==> src/rtl/capture_seq_pkg.sv <==
`default_nettype none
// ============================================================================
//  Module      : capture_seq_pkg
//  Description : Shared types and constants for the segment-capture
//                sequencer: state encoding, zero-to-one clamp constant and
//                default parameter widths.
//  Revision    : 1.0 - initial release
// ============================================================================
package capture_seq_pkg;

  // Default widths for the sequencer parameters
  localparam int unsigned DEF_SEG_CNT_W    = 16;
  localparam int unsigned DEF_SAMPLE_CNT_W = 20;
  localparam int unsigned DEF_CYC_W        = 32;

  // A programmed count of zero is replaced by this minimum value
  localparam int unsigned CLAMP_MIN = 1;

  // Sequencer states
  typedef enum logic [2:0] {
    ST_IDLE    = 3'd0,
    ST_WAIT_GO = 3'd1,
    ST_CAPTURE = 3'd2,
    ST_GAP     = 3'd3,
    ST_DONE    = 3'd4
  } cap_state_t;

endpackage : capture_seq_pkg
`default_nettype wire

==> src/rtl/seg_period_timer.sv <==
`default_nettype none
// ============================================================================
//  Module      : seg_period_timer
//  Description : Saturating elapsed-cycle counter. A start pulse makes the
//                following cycle count as 0 elapsed cycles. hit is asserted
//                in the cycle after which exactly `target` cycles will have
//                elapsed, so the owner can change state on that edge.
//                A target of 0 never hits.
//  Revision    : 1.0 - initial release
// ============================================================================
module seg_period_timer #(
  parameter int unsigned CYC_W = 32
) (
  input  logic             clk,
  input  logic             reset,
  input  logic             start,
  input  logic             clear,
  input  logic [CYC_W-1:0] target,
  output logic             hit
);

  logic [CYC_W-1:0] count;
  logic             running;
  logic [CYC_W:0]   count_plus1;

  // Widened by one bit so the compare never wraps at saturation
  assign count_plus1 = {1'b0, count} + {{CYC_W{1'b0}}, 1'b1};
  assign hit         = running && (count_plus1 == {1'b0, target});

  // Elapsed-cycle counter: restart on start, stop on clear, saturate at max
  always_ff @(posedge clk) begin
    if (reset) begin
      count   <= '0;
      running <= 1'b0;
    end else if (start) begin
      count   <= '0;
      running <= 1'b1;
    end else if (clear) begin
      count   <= '0;
      running <= 1'b0;
    end else if (running && (count != {CYC_W{1'b1}})) begin
      count <= count + {{(CYC_W-1){1'b0}}, 1'b1};
    end
  end

endmodule : seg_period_timer
`default_nettype wire

==> src/rtl/capture_sequencer.sv <==
`default_nettype none
// ============================================================================
//  Module      : capture_sequencer
//  Description : Segment-capture controller between the host register block
//                and the trigger unit. Converts the host arm edge into the
//                trigger arm level, runs trigger- or timer-started segments,
//                opens the ADC FIFO write window and returns capture_done.
//                Optional feature macro: CAPTURE_TIMEOUT_EN (WAIT_GO dwell
//                timeout with timeout_cycles_i / timeout_o).
//                Note: the arm edge detector restarts from 0 on reset, so an
//                arm level held high through reset is seen as a new edge.
//  Revision    : 1.0 - initial release
// ============================================================================
module capture_sequencer
  import capture_seq_pkg::*;
#(
  parameter int unsigned SEG_CNT_W    = DEF_SEG_CNT_W,
  parameter int unsigned SAMPLE_CNT_W = DEF_SAMPLE_CNT_W,
  parameter int unsigned CYC_W        = DEF_CYC_W
) (
  input  logic                    adc_clk,
  input  logic                    reset,
  input  logic                    arm_cmd_i,
  input  logic                    abort_i,
  input  logic [SEG_CNT_W-1:0]    num_segments_i,
  input  logic [SAMPLE_CNT_W-1:0] segment_samples_i,
  input  logic [CYC_W-1:0]        segment_cycles_i,
  input  logic                    time_mode_i,
  input  logic                    fifo_overflow_i,
  input  logic                    trig_go_i,
`ifdef CAPTURE_TIMEOUT_EN
  input  logic [CYC_W-1:0]        timeout_cycles_i,
  output logic                    timeout_o,
`endif
  output logic                    trig_arm_o,
  output logic                    capture_done_o,
  output logic                    seg_start_o,
  output logic                    seg_active_o,
  output logic [SEG_CNT_W-1:0]    seg_index_o,
  output logic                    busy_o,
  output logic                    error_o
);

  localparam logic [SEG_CNT_W-1:0]    SEG_ONE    = SEG_CNT_W'(CLAMP_MIN);
  localparam logic [SAMPLE_CNT_W-1:0] SAMPLE_ONE = SAMPLE_CNT_W'(CLAMP_MIN);

  cap_state_t state, state_next;

  logic                    arm_prev;
  logic                    arm_rise;
  logic                    arm_accept;

  // Configuration captured on the arm edge
  logic [SEG_CNT_W-1:0]    segs_lat;
  logic [SAMPLE_CNT_W-1:0] samples_lat;
  logic [CYC_W-1:0]        cycles_lat;
  logic                    time_mode_lat;
  logic                    b2b_lat;
  logic [SAMPLE_CNT_W-1:0] samples_clamped;

  logic [SAMPLE_CNT_W-1:0] sample_cnt;
  logic [SEG_CNT_W-1:0]    seg_index;
  logic                    seg_start_q;
  logic                    error_q;

  logic                    last_sample;
  logic                    last_seg;
  logic                    seg_begin;
  logic                    wait_begin;
  logic                    set_error;
  logic                    idx_inc;

  logic                    timer_hit;
  logic                    timer_clear;
  logic [CYC_W-1:0]        timer_target;

`ifdef CAPTURE_TIMEOUT_EN
  logic [CYC_W-1:0]        timeout_lat;
  logic                    timeout_q;
  logic                    set_timeout;
`endif

  assign arm_rise        = arm_cmd_i && !arm_prev;
  assign arm_accept      = (state == ST_IDLE) && !abort_i && arm_rise;
  assign samples_clamped = (segment_samples_i == '0) ? SAMPLE_ONE : segment_samples_i;
  assign last_sample     = (sample_cnt == (samples_lat - SAMPLE_ONE));
  assign last_seg        = (seg_index == (segs_lat - SEG_ONE));

  // Next-state and transition strobes; abort overrides every other exit
  always_comb begin
    state_next = state;
    seg_begin  = 1'b0;
    wait_begin = 1'b0;
    set_error  = 1'b0;
    idx_inc    = 1'b0;
`ifdef CAPTURE_TIMEOUT_EN
    set_timeout = 1'b0;
`endif
    if (abort_i) begin
      state_next = ST_IDLE;
    end else begin
      case (state)
        ST_IDLE: begin
          if (arm_rise) begin
            state_next = ST_WAIT_GO;
            wait_begin = 1'b1;
          end
        end
        ST_WAIT_GO: begin
          if (fifo_overflow_i) begin
            state_next = ST_DONE;
            set_error  = 1'b1;
          end else if (trig_go_i) begin
            state_next = ST_CAPTURE;
            seg_begin  = 1'b1;
          end
`ifdef CAPTURE_TIMEOUT_EN
          else if (timer_hit) begin
            state_next  = ST_DONE;
            set_timeout = 1'b1;
          end
`endif
        end
        ST_CAPTURE: begin
          if (fifo_overflow_i) begin
            state_next = ST_DONE;
            set_error  = 1'b1;
          end else if (last_sample) begin
            if (last_seg) begin
              state_next = ST_DONE;
            end else begin
              idx_inc = 1'b1;
              if (!time_mode_lat) begin
                state_next = ST_WAIT_GO;
                wait_begin = 1'b1;
              end else if (b2b_lat) begin
                state_next = ST_CAPTURE;
                seg_begin  = 1'b1;
              end else begin
                state_next = ST_GAP;
              end
            end
          end
        end
        ST_GAP: begin
          if (fifo_overflow_i) begin
            state_next = ST_DONE;
            set_error  = 1'b1;
          end else if (timer_hit) begin
            state_next = ST_CAPTURE;
            seg_begin  = 1'b1;
          end
        end
        ST_DONE: begin
          state_next = ST_IDLE;
        end
        default: begin
          state_next = ST_IDLE;
        end
      endcase
    end
  end

  // State register
  always_ff @(posedge adc_clk) begin
    if (reset) begin
      state <= ST_IDLE;
    end else begin
      state <= state_next;
    end
  end

  // Arm level history for edge detection
  always_ff @(posedge adc_clk) begin
    if (reset) begin
      arm_prev <= 1'b0;
    end else begin
      arm_prev <= arm_cmd_i;
    end
  end

  // Configuration latch; zero counts are clamped to one here
  always_ff @(posedge adc_clk) begin
    if (reset) begin
      segs_lat      <= '0;
      samples_lat   <= '0;
      cycles_lat    <= '0;
      time_mode_lat <= 1'b0;
      b2b_lat       <= 1'b0;
    end else if (arm_accept) begin
      segs_lat      <= (num_segments_i == '0) ? SEG_ONE : num_segments_i;
      samples_lat   <= samples_clamped;
      cycles_lat    <= segment_cycles_i;
      time_mode_lat <= time_mode_i;
      // A period no longer than the segment means segments run back-to-back
      b2b_lat       <= ({{SAMPLE_CNT_W{1'b0}}, segment_cycles_i} <=
                        {{CYC_W{1'b0}}, samples_clamped});
    end
  end

  // Sample counter within the current segment; held at the last sample
  always_ff @(posedge adc_clk) begin
    if (reset) begin
      sample_cnt <= '0;
    end else if (seg_begin) begin
      sample_cnt <= '0;
    end else if ((state == ST_CAPTURE) && !last_sample) begin
      sample_cnt <= sample_cnt + SAMPLE_ONE;
    end
  end

  // Segment index: cleared on arm or abort, advanced after each non-final segment
  always_ff @(posedge adc_clk) begin
    if (reset) begin
      seg_index <= '0;
    end else if (abort_i || arm_accept) begin
      seg_index <= '0;
    end else if (idx_inc) begin
      seg_index <= seg_index + SEG_ONE;
    end
  end

  // Registered one-cycle segment start pulse
  always_ff @(posedge adc_clk) begin
    if (reset) begin
      seg_start_q <= 1'b0;
    end else begin
      seg_start_q <= seg_begin;
    end
  end

  // Sticky overflow flag, cleared by a new arm
  always_ff @(posedge adc_clk) begin
    if (reset) begin
      error_q <= 1'b0;
    end else if (arm_accept) begin
      error_q <= 1'b0;
    end else if (set_error) begin
      error_q <= 1'b1;
    end
  end

`ifdef CAPTURE_TIMEOUT_EN
  // Timeout limit latch and sticky timeout flag
  always_ff @(posedge adc_clk) begin
    if (reset) begin
      timeout_lat <= '0;
      timeout_q   <= 1'b0;
    end else if (arm_accept) begin
      timeout_lat <= timeout_cycles_i;
      timeout_q   <= 1'b0;
    end else if (set_timeout) begin
      timeout_q   <= 1'b1;
    end
  end

  assign timeout_o    = timeout_q;
  assign timer_target = (state == ST_WAIT_GO) ? timeout_lat : cycles_lat;
`else
  assign timer_target = cycles_lat;
`endif

  // Shared timer: segment period in time mode, WAIT_GO dwell otherwise
  assign timer_clear = abort_i || (state == ST_DONE) || (state == ST_IDLE);

  seg_period_timer #(
    .CYC_W (CYC_W)
  ) u_period_timer (
    .clk    (adc_clk),
    .reset  (reset),
    .start  (seg_begin || wait_begin),
    .clear  (timer_clear),
    .target (timer_target),
    .hit    (timer_hit)
  );

  assign trig_arm_o     = (state == ST_WAIT_GO) || (state == ST_CAPTURE) || (state == ST_GAP);
  assign capture_done_o = (state == ST_DONE);
  assign seg_active_o   = (state == ST_CAPTURE);
  assign seg_start_o    = seg_start_q;
  assign seg_index_o    = seg_index;
  assign busy_o         = (state != ST_IDLE);
  assign error_o        = error_q;

endmodule : capture_sequencer
`default_nettype wire

==> config.mk <==
export PLATFORM = sky130hd
export DESIGN_NAME = capture_sequencer
export DESIGN_NICKNAME = d
export VERILOG_FILES = /design/src/rtl/capture_seq_pkg.sv /design/src/rtl/seg_period_timer.sv /design/src/rtl/capture_sequencer.sv
export SDC_FILE = /design/constraint.sdc
export NUM_CORES = 1
export LEC_CHECK = 0
export ABC_AREA = 1
export BUFFER_PORTS_ARGS = -buffer_cell sky130_fd_sc_hd__buf_2
export CAP_MARGIN = 20
export CORE_UTILIZATION = 60
export CTS_CLUSTER_SIZE = 24
export DETAILED_ROUTE_END_ITERATION = 8
export PLACE_DENSITY = 0.82
export SLEW_MARGIN = 20
export SYNTH_ARGS = -nofsm -noshare
export SYNTH_HDL_FRONTEND = slang
export SYNTH_SLANG_ARGS = --single-unit
==> constraint.sdc <==
create_clock -name adc_clk -period 3.5 [get_ports adc_clk]
set_input_delay 0.7 -clock adc_clk [delete_from_list [all_inputs] [get_ports adc_clk]]
set_output_delay 0.7 -clock adc_clk [all_outputs]
set_load 0.01 [all_outputs]
==> flow_metrics.env <==
export IMPL_hpwl_um=21500
export IMPL_finalCritPeriodShare=0.864
export IMPL_dpl_cell_area_um2=10400
export IMPL_synth_main_ff_cell="dfxtp_1"
export IMPL_final_area_um2=11000
export IMPL_clk_pin_slew_ps=70
export IMPL_drt_wl_total_um=28200
export IMPL_synth_edff_count=0
export IMPL_finalNetCount=1786
export IMPL_critPathMaxFanout=37
export IMPL_ys_seq_elements=145
export IMPL_grt_pass1_vias=9346
export IMPL_multi_input_area_um2=5770
export IMPL_clock_sinks=145
export IMPL_die_h_um=129
export IMPL_yosysTopAreaCell="dfxtp_1"
export IMPL_vias_per_cell=5.42
export IMPL_design_die_area_um2=16700
export IMPL_worstPathRequired_ps=3810
export IMPL_syn_inst=1595
export IMPL_power_leakage_nw=4.95
export IMPL_cts_tree="built"
export IMPL_worst_slew_pin_slew_ps=819
export IMPL_io_pins=97
export IMPL_min_path_type="flop to flop"
export IMPL_clock_skew_ps=9.76
export IMPL_drv_slew=0
export IMPL_grt_pass1_wl_um=45000
export IMPL_synth_area_top_cells="dfxtp_1 30%, nand2_1 18%, inv_1 9.0%, nor2_1 8.3%, nand3_1 7.4%"
export IMPL_port_buffer_count=96
export IMPL_cp_arrival_ps=3330
export IMPL_gp_congestion=0.962
export IMPL_rows=46
export IMPL_grt_antenna_before_repair=2
export IMPL_yosysMostFrequentCell="nand2_1"
export IMPL_cts_buffers=17
export IMPL_power_density_nw_per_um2=399
export IMPL_grt_max_degree=43
export IMPL_total_power_mw=4.37
export IMPL_ys_warn_count=0
export IMPL_setup_tns_final_ps=0
export IMPL_fillers=1414
export IMPL_fp_coreArea_um2=15800
export IMPL_vdd_ir_drop_max_v=0.000378
export IMPL_area_growth_pct=12.8
export IMPL_ant_nets=0
export IMPL_die_w_um=129
export IMPL_yosys_top_cells_count="466 x nand2_1, 234 x inv_1, 215 x nor2_1"
export IMPL_drive_gt1_frac=0.104
export IMPL_wl_per_cell_um=14.7
export IMPL_drc=0
export IMPL_regArea_um2=2900
export IMPL_root_buffer="clkbuf_16"
export IMPL_drtIter0Drc=1028
export IMPL_grt_remaining_overflow=0
export IMPL_finalHoldViolCount=0
export IMPL_ys_types=41
export IMPL_crit_type="flop to flop"
export IMPL_synth_yosys_seq_area_share=0.299
export IMPL_initial_core_util=0.614
export IMPL_syn_area_per_cell_um2=6.10
export IMPL_synth_top_cell_area_share=0.299
export IMPL_cap_violations=0
export IMPL_cts_resized_gates=0
export IMPL_hold_buffers=0
export IMPL_post_route_min_period_ps=3020
export IMPL_rsz0062_at_grt="false"
export IMPL_h_tree_depth=4
export IMPL_grt_usage=0.346
export IMPL_vias=10400
export IMPL_cts_buffer_depth=2
export IMPL_startpoint_type="flop"
export IMPL_end_kind="flop"
export IMPL_setup_viol=0
export IMPL_synth_area_um2=9720
export IMPL_insertion_delay_ps=440
export IMPL_status="complete, no violations"
export IMPL_slew_limit_headroom=0.451
export IMPL_cts_setup_buffers=0
export IMPL_fmax_ghz=0.331
export IMPL_dr_pass1_iters=5
export IMPL_rrSetupSlack_ps=480
export IMPL_syn_num_nets=1695
export IMPL_synth_async_sr_flop_share=0
## layout by cell type (no fill, tap or decap), types with 5 or more instances in the layout
| cell type | instances |
|---|---|
| xnor2_1 | 22 |
| nor2_1 | 214 |
| o22ai_1 | 21 |
| nand3_1 | 143 |
| clkbuf_16 | 17 |
| dfxtp_1 | 145 |
| inv_1 | 234 |
| nor4_1 | 12 |
| o21ai_0 | 91 |
| nand2_2 | 6 |
| a21oi_1 | 23 |
| buf_4 | 6 |
| buf_2 | 96 |
| nand4_1 | 27 |
| nor2_4 | 5 |
| nor3_1 | 28 |
| nor2_2 | 18 |
| nand2_1 | 466 |
| ha_1 | 25 |
| inv_6 | 8 |
| xor2_1 | 41 |
## cell type report
cell class	instances	area share
Tap cell	216	0.0246
Timing Repair Buffer	103	0.0497
Multi-Input combinational cell	1179	0.526
Clock buffer	18	0.0391
Clock inverter	14	0.0131
Inverter	240	0.0821
Sequential cell	145	0.265
Antenna cell	1	0.000228
## critical path, stage by stage (launching register included)
cell and delay (ps):
dfxtp_1 340, ha_1 230, nand2_1 120, nor2_1 80, nand2_1 200, nor2_4 90
nand2_1 90, o21a_1 130, buf_4 360, clkinv_1 680, o21ai_0 490, nor2_2 70
## where the power goes
part           switching (mW)  internal [mW]
Clock                   0.817           1.00
Combinational           0.538          0.279
Sequential             0.0395           1.70
Total                    1.39           2.98
## stage by stage
stage / util / instances / setup WS (ps) / hold slack, ps
2_1_floorplan: - / 1595 / 1100 / 426
3_3_place_gp: 0.657 / 1883 / 620 / 445
3_5_place_dp: 0.657 / 1883 / 537 / 460
4_1_cts: 0.693 / 1915 / 499 / 470
5_1_grt: 0.693 / 1915 / 172 / 497
6_report: 0.693 / 1916 / 476 / 466
## cell families after synthesis
group,count (synthesis),share of synthesized area
AND/OR/NAND/NOR,935,0.412
buffers and inverters,271,0.108
AO/OA/AOI/OAI,152,0.0847
flip-flops,145,0.299
XOR/XNOR,66,0.0637
adder cells (fa/ha/maj),25,0.0322
multiplexers,1,0.00103
## per-layer routing
metal	up-vias	routed length [µm]	share of wire	global-route usage
li1	5238	-	-	-
met1	4636	12700	0.45	0.450
met2	457	12700	0.45	0.574
met3	56	2300	0.081	0.0644
met4	2	606	0.021	0.120
met5	-	15	0.00053	0
## registers in the layout, indices dropped and copies added (netlist names)
name / count
arm_prev: 1
seg_index_o: 16
u_period_timer.running: 1
b2b_lat: 1
u_period_timer.count: 32
state: 3
sample_cnt: 20
error_o: 1
seg_start_o: 1
segs_lat: 16
time_mode_lat: 1
cycles_lat: 32
samples_lat: 20
## worst paths after layout
kind	cells past startpoint	endpoint	start
worst min-delay path	2	error_o$_SDFFE_PP0P_	error_o$_SDFFE_PP0P_
worst min register to register	2	error_o$_SDFFE_PP0P_	error_o$_SDFFE_PP0P_
worst max register to register	11	u_period_timer.count[11]$_SDFFE_PP0P_	u_period_timer.count[0]$_SDFFE_PP0P_
worst max-delay path	11	u_period_timer.count[11]$_SDFFE_PP0P_	u_period_timer.count[0]$_SDFFE_PP0P_
Note: power is estimated with default switching activity, not from simulation.
